**src/rtl/pipe_pkg.sv**
```systemverilog
// Shared ID/EX pipeline types: result-source encodings and the E-stage control bundle.
// The all-zero control constant is what a bubble carries into execute.
package pipe_pkg;

    localparam logic [1:0] RES_ALU = 2'b00;
    localparam logic [1:0] RES_MEM = 2'b01;
    localparam logic [1:0] RES_PC4 = 2'b10;

    typedef struct packed {
        logic       regwrite;
        logic [1:0] resultsrc;
        logic       memwrite;
        logic [2:0] alucontrol;
        logic       alusrc;
        logic       jalrctrl;
    } ctrl_e_t;

    localparam ctrl_e_t CTRL_BUBBLE = '0;

endpackage

```
**src/rtl/load_use_detect.sv**
```systemverilog
// Flags a load in E whose destination is read by the instruction in D.
// Latency: combinational.
// Backpressure: none; the caller decides whether the flag becomes a stall.
module load_use_detect
    import pipe_pkg::*;
#(
    parameter int A_WIDTH = 5
) (
    input  logic               i_valid_e,
    input  logic [1:0]         i_resultsrc_e,
    input  logic [A_WIDTH-1:0] i_rd_e,
    input  logic [A_WIDTH-1:0] i_rs1_d,
    input  logic [A_WIDTH-1:0] i_rs2_d,
    output logic               o_lduse
);

    logic w_is_load;
    logic w_rd_live;
    logic w_match;

    assign w_is_load = i_valid_e && (i_resultsrc_e == RES_MEM);
    // x0 is never really written, so a load into it cannot create a hazard.
    assign w_rd_live = (i_rd_e != '0);
    assign w_match   = (i_rd_e == i_rs1_d) || (i_rd_e == i_rs2_d);
    assign o_lduse   = w_is_load && w_rd_live && w_match;

endmodule

```
**src/rtl/decode_execute_reg.sv**
```systemverilog
// ID/EX register with load-use bubble insertion, branch flush and hold; IDEX_PERF_EN adds a bubble counter.
// Latency: 1 cycle D->E; lduse_stall_o is combinational.
// Backpressure: hold_i freezes E and masks flush/stall; lduse_stall_o stalls F and D.
module decode_execute_reg
    import pipe_pkg::*;
#(
    parameter int D_WIDTH = 32,
    parameter int A_WIDTH = 5
) (
    input  logic               clk,
    input  logic               rst,
    input  logic               hold_i,
    input  logic               pcsrc_e_i,
    input  logic               valid_d_i,
    input  logic               regwrite_d_i,
    input  logic               memwrite_d_i,
    input  logic               alusrc_d_i,
    input  logic               jalrctrl_d_i,
    input  logic [1:0]         resultsrc_d_i,
    input  logic [2:0]         alucontrol_d_i,
    input  logic [D_WIDTH-1:0] rd1_d_i,
    input  logic [D_WIDTH-1:0] rd2_d_i,
    input  logic [D_WIDTH-1:0] pc_d_i,
    input  logic [D_WIDTH-1:0] pcplus4_d_i,
    input  logic [D_WIDTH-1:0] immext_d_i,
    input  logic [A_WIDTH-1:0] rs1_d_i,
    input  logic [A_WIDTH-1:0] rs2_d_i,
    input  logic [A_WIDTH-1:0] rd_d_i,
    output logic               regwrite_e_o,
    output logic               memwrite_e_o,
    output logic               alusrc_e_o,
    output logic               jalrctrl_e_o,
    output logic [1:0]         resultsrc_e_o,
    output logic [2:0]         alucontrol_e_o,
    output logic [D_WIDTH-1:0] rd1_e_o,
    output logic [D_WIDTH-1:0] rd2_e_o,
    output logic [D_WIDTH-1:0] pc_e_o,
    output logic [D_WIDTH-1:0] pcplus4_e_o,
    output logic [D_WIDTH-1:0] immext_e_o,
    output logic [A_WIDTH-1:0] rs1_e_o,
    output logic [A_WIDTH-1:0] rs2_e_o,
    output logic [A_WIDTH-1:0] rd_e_o,
    output logic               valid_e_o,
    output logic               lduse_stall_o
`ifdef IDEX_PERF_EN
    ,
    output logic [31:0]        bubble_cnt_o
`endif
);

    ctrl_e_t              r_ctrl;
    logic [D_WIDTH-1:0]   r_rd1;
    logic [D_WIDTH-1:0]   r_rd2;
    logic [D_WIDTH-1:0]   r_pc;
    logic [D_WIDTH-1:0]   r_pcplus4;
    logic [D_WIDTH-1:0]   r_immext;
    logic [A_WIDTH-1:0]   r_rs1;
    logic [A_WIDTH-1:0]   r_rs2;
    logic [A_WIDTH-1:0]   r_rd;
    logic                 r_valid;

    ctrl_e_t              w_ctrl_d;
    logic                 w_lduse;
    logic                 w_bubble;

    load_use_detect #(
        .A_WIDTH (A_WIDTH)
    ) u_load_use_detect (
        .i_valid_e     (r_valid),
        .i_resultsrc_e (r_ctrl.resultsrc),
        .i_rd_e        (r_rd),
        .i_rs1_d       (rs1_d_i),
        .i_rs2_d       (rs2_d_i),
        .o_lduse       (w_lduse)
    );

    // A non-valid D slot must not carry side effects into E.
    always_comb begin
        w_ctrl_d = CTRL_BUBBLE;
        if (valid_d_i) begin
            w_ctrl_d.regwrite   = regwrite_d_i;
            w_ctrl_d.resultsrc  = resultsrc_d_i;
            w_ctrl_d.memwrite   = memwrite_d_i;
            w_ctrl_d.alucontrol = alucontrol_d_i;
            w_ctrl_d.alusrc     = alusrc_d_i;
            w_ctrl_d.jalrctrl   = jalrctrl_d_i;
        end
    end

    assign w_bubble      = pcsrc_e_i || w_lduse;
    assign lduse_stall_o = w_lduse && !hold_i;

    always_ff @(posedge clk or posedge rst) begin
        if (rst) begin
            r_ctrl    <= CTRL_BUBBLE;
            r_rd1     <= '0;
            r_rd2     <= '0;
            r_pc      <= '0;
            r_pcplus4 <= '0;
            r_immext  <= '0;
            r_rs1     <= '0;
            r_rs2     <= '0;
            r_rd      <= '0;
            r_valid   <= 1'b0;
        end else if (!hold_i) begin
            if (w_bubble) begin
                r_ctrl    <= CTRL_BUBBLE;
                r_rd1     <= '0;
                r_rd2     <= '0;
                r_pc      <= '0;
                r_pcplus4 <= '0;
                r_immext  <= '0;
                r_rs1     <= '0;
                r_rs2     <= '0;
                r_rd      <= '0;
                r_valid   <= 1'b0;
            end else begin
                r_ctrl    <= w_ctrl_d;
                r_rd1     <= rd1_d_i;
                r_rd2     <= rd2_d_i;
                r_pc      <= pc_d_i;
                r_pcplus4 <= pcplus4_d_i;
                r_immext  <= immext_d_i;
                r_rs1     <= rs1_d_i;
                r_rs2     <= rs2_d_i;
                r_rd      <= rd_d_i;
                r_valid   <= valid_d_i;
            end
        end
    end

`ifdef IDEX_PERF_EN
    logic [31:0] r_bubble_cnt;

    always_ff @(posedge clk or posedge rst) begin
        if (rst) begin
            r_bubble_cnt <= '0;
        end else if (!hold_i && w_bubble && (r_bubble_cnt != 32'hFFFF_FFFF)) begin
            r_bubble_cnt <= r_bubble_cnt + 32'd1;
        end
    end

    assign bubble_cnt_o = r_bubble_cnt;
`endif

    assign regwrite_e_o   = r_ctrl.regwrite;
    assign memwrite_e_o   = r_ctrl.memwrite;
    assign alusrc_e_o     = r_ctrl.alusrc;
    assign jalrctrl_e_o   = r_ctrl.jalrctrl;
    assign resultsrc_e_o  = r_ctrl.resultsrc;
    assign alucontrol_e_o = r_ctrl.alucontrol;
    assign rd1_e_o        = r_rd1;
    assign rd2_e_o        = r_rd2;
    assign pc_e_o         = r_pc;
    assign pcplus4_e_o    = r_pcplus4;
    assign immext_e_o     = r_immext;
    assign rs1_e_o        = r_rs1;
    assign rs2_e_o        = r_rs2;
    assign rd_e_o         = r_rd;
    assign valid_e_o      = r_valid;

endmodule

```
**config.mk**
```make
export PLATFORM = sky130hd
export DESIGN_NAME = decode_execute_reg
export DESIGN_NICKNAME = d
export VERILOG_FILES = /design/src/rtl/pipe_pkg.sv /design/src/rtl/load_use_detect.sv /design/src/rtl/decode_execute_reg.sv
export SDC_FILE = /design/constraint.sdc
export NUM_CORES = 1
export LEC_CHECK = 0
export ABC_AREA = 1
export CORE_ASPECT_RATIO = 0.7
export CORE_MARGIN = 1
export CORE_UTILIZATION = 42
export CTS_BUF_LIST = sky130_fd_sc_hd__clkbuf_16
export CTS_CLUSTER_SIZE = 24
export DETAILED_ROUTE_END_ITERATION = 12
export GPL_TIMING_DRIVEN = 0
export PLACE_DENSITY = 0.81
export SYNTH_ARGS = -nofsm -noshare
export SYNTH_HDL_FRONTEND = slang
export SYNTH_SLANG_ARGS = --single-unit
```
**constraint.sdc**
```tcl
create_clock -name clk -period 8.5 [get_ports clk]
set_clock_uncertainty 0.1 [all_clocks]
set_input_delay 2.125 -clock clk [delete_from_list [all_inputs] [get_ports clk]]
set_output_delay 2.125 -clock clk [all_outputs]
set_load 0.02 [all_outputs]
```
==> flow_metrics.py <==
metrics = {
    "yosys": {
        "synth_edf_count": 0,
        "yosys_warnings": 0,
        "synth_area_mm2": 0.00826,
        "synth_cell_type_count": 20,
        "syn_area_per_cell_um2": 9.41,
        "ys_top_cells_by_area": "dfrtp_1 (56%), nand2_1 (18%), o21ai_2 (15%)",
        "synth_commonest_cells": "nand2_1 (391), dfrtp_1 (185), o21ai_2 (145), clkbuf_1 (40), o21ai_0 (25)",
        "async_flop_share_pct": 100,
        "yosysMostFrequentCell": "nand2_1",
        "synth_top_area_share_pct": 56.1,
        "syn_nets": 1066,
        "syn-instance-count": 877,
        "synth-seq-cells": 185,
        "synthFlopType": "dfrtp_1",
        "yosys.area.top_type": "dfrtp_1",
        "yosysSeqAreaShare_pct": 56.1,
    },
    "placement": {
        "gp_congestion": 0.796,
        "place.detailed.hpwl_mm": 19.1,
        "dp.cells": 1514,
        "place.port_buffers": 372,
        "pre_cts_slack_ns": 2.07,
    },
    "critical_path": {
        "worst_path_max_delay_cell": "clkdlybuf4s50_1",
        "endpoint_kind": "primary output",
        "cp_max_fo": 10,
        "crit_chain": "clkdlybuf4s50_1 > nand2_1 > inv_1 > nor2_1 > nor2_1 > nand3_1 > nand2_1 > nand2_2 > buf_2 > nor2_1 > clkdlybuf4s50_1",
        "cp_common_cell": "nor2_1",
        "max_stage_delay_ns": 0.65,
        "critPathKind": "input port to primary output",
        "worstPathRequired_ns": 6.28,
        "cp-start-kind": "input port",
        "worstPathArrival_ns": 4.20,
    },
    "pwr": {
        "combPwrFrac_pct": 22.7,
        "p_switching_w": 0.000685,
        "sw_frac_of_total_pct": 29.7,
        "power.total_w": 0.00230,
        "vdd.ir_drop.worst_mv": 0.0969,
        "p_int_w": 0.00162,
        "pwr-share-seq_pct": 42.8,
        "p_leak_nw": 5.73,
        "powerDensity_mw_per_mm2": 178,
        "clockPowerShare_pct": 34.5,
    },
    "drt": {
        "vias_per_cell": 4.84,
        "drtAntennaViolNets": 0,
        "drt_first_iter_violations": 492,
        "wire_per_inst_um": 16.5,
        "dr_total_vias": 7481,
        "dr.pass1.iters": 6,
        "drc_errors": 0,
        "wirelength_mm": 25.5,
    },
    "grt": {
        "overflow": 0,
        "grt_pass1_vias": 7323,
        "grt_use_total_pct": 25.5,
        "grt_pass1_wl_mm": 39.6,
        "grt_max_degree": 99,
        "antenna_found_initial": 0,
    },
    "cts": {
        "cts_resized": 0,
        "htreeDepth": 4,
        "cts_tree": "done",
        "ctsLongestPathBuffers": 2,
        "cts_num_sinks": 185,
        "ctsRootBufferMaster": "clkbuf_16",
        "numCtsBuffers": 17,
        "clk-insertion-delay-late_ns": 0.42,
        "cts_hold_buf": 0,
        "cts_setup_buffers": 0,
        "clk_pin_slew_ns": 0.07,
    },
    "finish": {
        "nFillCells": 1540,
        "drive_gt1_share_pct": 15.8,
        "area_delta_synth_final_pct": 56.6,
        "num_antenna_cells": 0,
        "fin_nets": 1458,
        "fin_cells": 1546,
        "fin_util_pct": 67.8,
    },
    "hold_path": {
        "hold_class": "register to register",
    },
    "sta": {
        "finalSetupViolations": 0,
        "slew_headroom_pct": 55.3,
        "fin_crit_ns": 6.42,
        "tightest_slew_ns": 0.671,
        "max_freq_ghz": 0.156,
        "finalMaxSlewViolations": 0,
        "fin_crit_sh_pct": 75.5,
        "rsz0062_at_grt": "false",
        "setup_ws_ns": 2.08,
        "hold_ws_ns": 0.379,
        "hold_viol": 0,
    },
    "floorplan": {
        "num_rows": 42,
        "initial_core_util_pct": 43.3,
        "die_w_um": 170,
        "die_h_um": 119,
        "die_area_mm2": 0.0202,
        "io-pin-count": 375,
        "core_mm2": 0.0191,
    },
    "run": {
        "maxCapViolations": 0,
    },
    "run_status": {
        "outcome": "complete, no violations",
    },
}
metal layers:
metal | GRT usage [%] | vias up | part of all wire [%]
met4 | 7.26 | 0 | 1.8
li1 | - | 3575 | -
met2 | 44.4 | 250 | 51
met5 | 0 | - | 0
met3 | 7.05 | 30 | 7.2
met1 | 30.8 | 3626 | 40
placed cells by master (no fill, tap or decap):
master           instances
o21ai_0                 25
nand3_1                  2
inv_1                   22
inv_6                    4
buf_12                   4
o21ai_2                145
clkbuf_16               17
nand2_1                391
buf_1                    2
bufinv_16                1
nand4_1                 12
clkinv_4                 4
buf_8                   12
clkinv_8                 1
xnor2_1                  2
o21ai_1                  5
nor2_1                  19
clkdlybuf4s50_1        372
nand2_4                  1
clkbuf_1                40
buf_2                    4
inv_2                    2
buf_16                   1
inv_8                    4
buf_6                    1
dfrtp_1                185
clkinv_1                 3
nand2_2                  1
final cells by class:
| class | instances | area (um^2) | area share, % |
|---|---|---|---|
| Tap cell | 264 | 330 | 2.56 |
| Timing Repair Buffer | 373 | 3750 | 29.0 |
| Buffer | 63 | 449 | 3.47 |
| Multi-Input combinational cell | 603 | 3080 | 23.8 |
| Clock inverter | 15 | 158 | 1.22 |
| Clock buffer | 17 | 425 | 3.29 |
| Sequential cell | 185 | 4630 | 35.8 |
| Inverter | 26 | 105 | 0.813 |
registers in the layout, indices dropped and copies added, names as in the netlist, 2 cells and up:
name            cells
rd_e_o              5
rs1_e_o             5
pc_e_o             32
pcplus4_e_o        32
rs2_e_o             5
alucontrol_e_o      3
resultsrc_e_o       2
rd1_e_o            32
immext_e_o         32
rd2_e_o            32
power groups by stage:
stage | sequential, W | combinational (W) | clock [W]
6_report | 0.000986 | 0.000523 | 0.000795
5_1_grt | 0.000994 | 0.000559 | 0.000841
4_1_cts | 0.000986 | 0.000529 | 0.000805
3_5_place_dp | 0.00100 | 0.000527 | 0
3_3_place_gp | 0.00100 | 0.000520 | 0
2_1_floorplan | 0.00108 | 0.000164 | 0
cell families after synthesis:
| family | count (synthesis) | synth area share, % |
|---|---|---|
| DFF | 185 | 56.1 |
| and+or+nand+nor | 426 | 19.9 |
| xor gates and xnor gates | 2 | 0.212 |
| AOI/OAI and AO/OA | 175 | 17.2 |
| buffers and inverters | 89 | 6.62 |
path summary, 6_finish.rpt:
kind                            startpoint        endpoint  slack [ns]  cells past startpoint
worst max-delay path            rs1_d_i[0]   lduse_stall_o        2.08                     11
min in group asynchronous              rst      pc_e_o[21]        2.08                      2
worst min-delay path            rd2_e_o[2]      rd2_e_o[2]        0.38                      2
max in group asynchronous              rst       rd_e_o[2]        5.33                      3
worst max register to register   rd_e_o[0]  immext_e_o[26]        6.59                      9
worst min register to register  rd2_e_o[2]      rd2_e_o[2]        0.38                      2
per-stage QoR:
stage	TNS, ns	instance area, um^2
2_1_floorplan	0	8260
3_3_place_gp	-256.47	12300
5_1_grt	0	12900
4_1_cts	0	12900
3_5_place_dp	0	12300
6_report	0	12900
critical path: cells and delay by family:
| kind | cells | cell delay (ns) |
|---|---|---|
| buffers and inverters | 4 | 1.42 |
| AND/OR/NAND/NOR | 7 | 0.65 |
(Power assumes the default switching activity.)
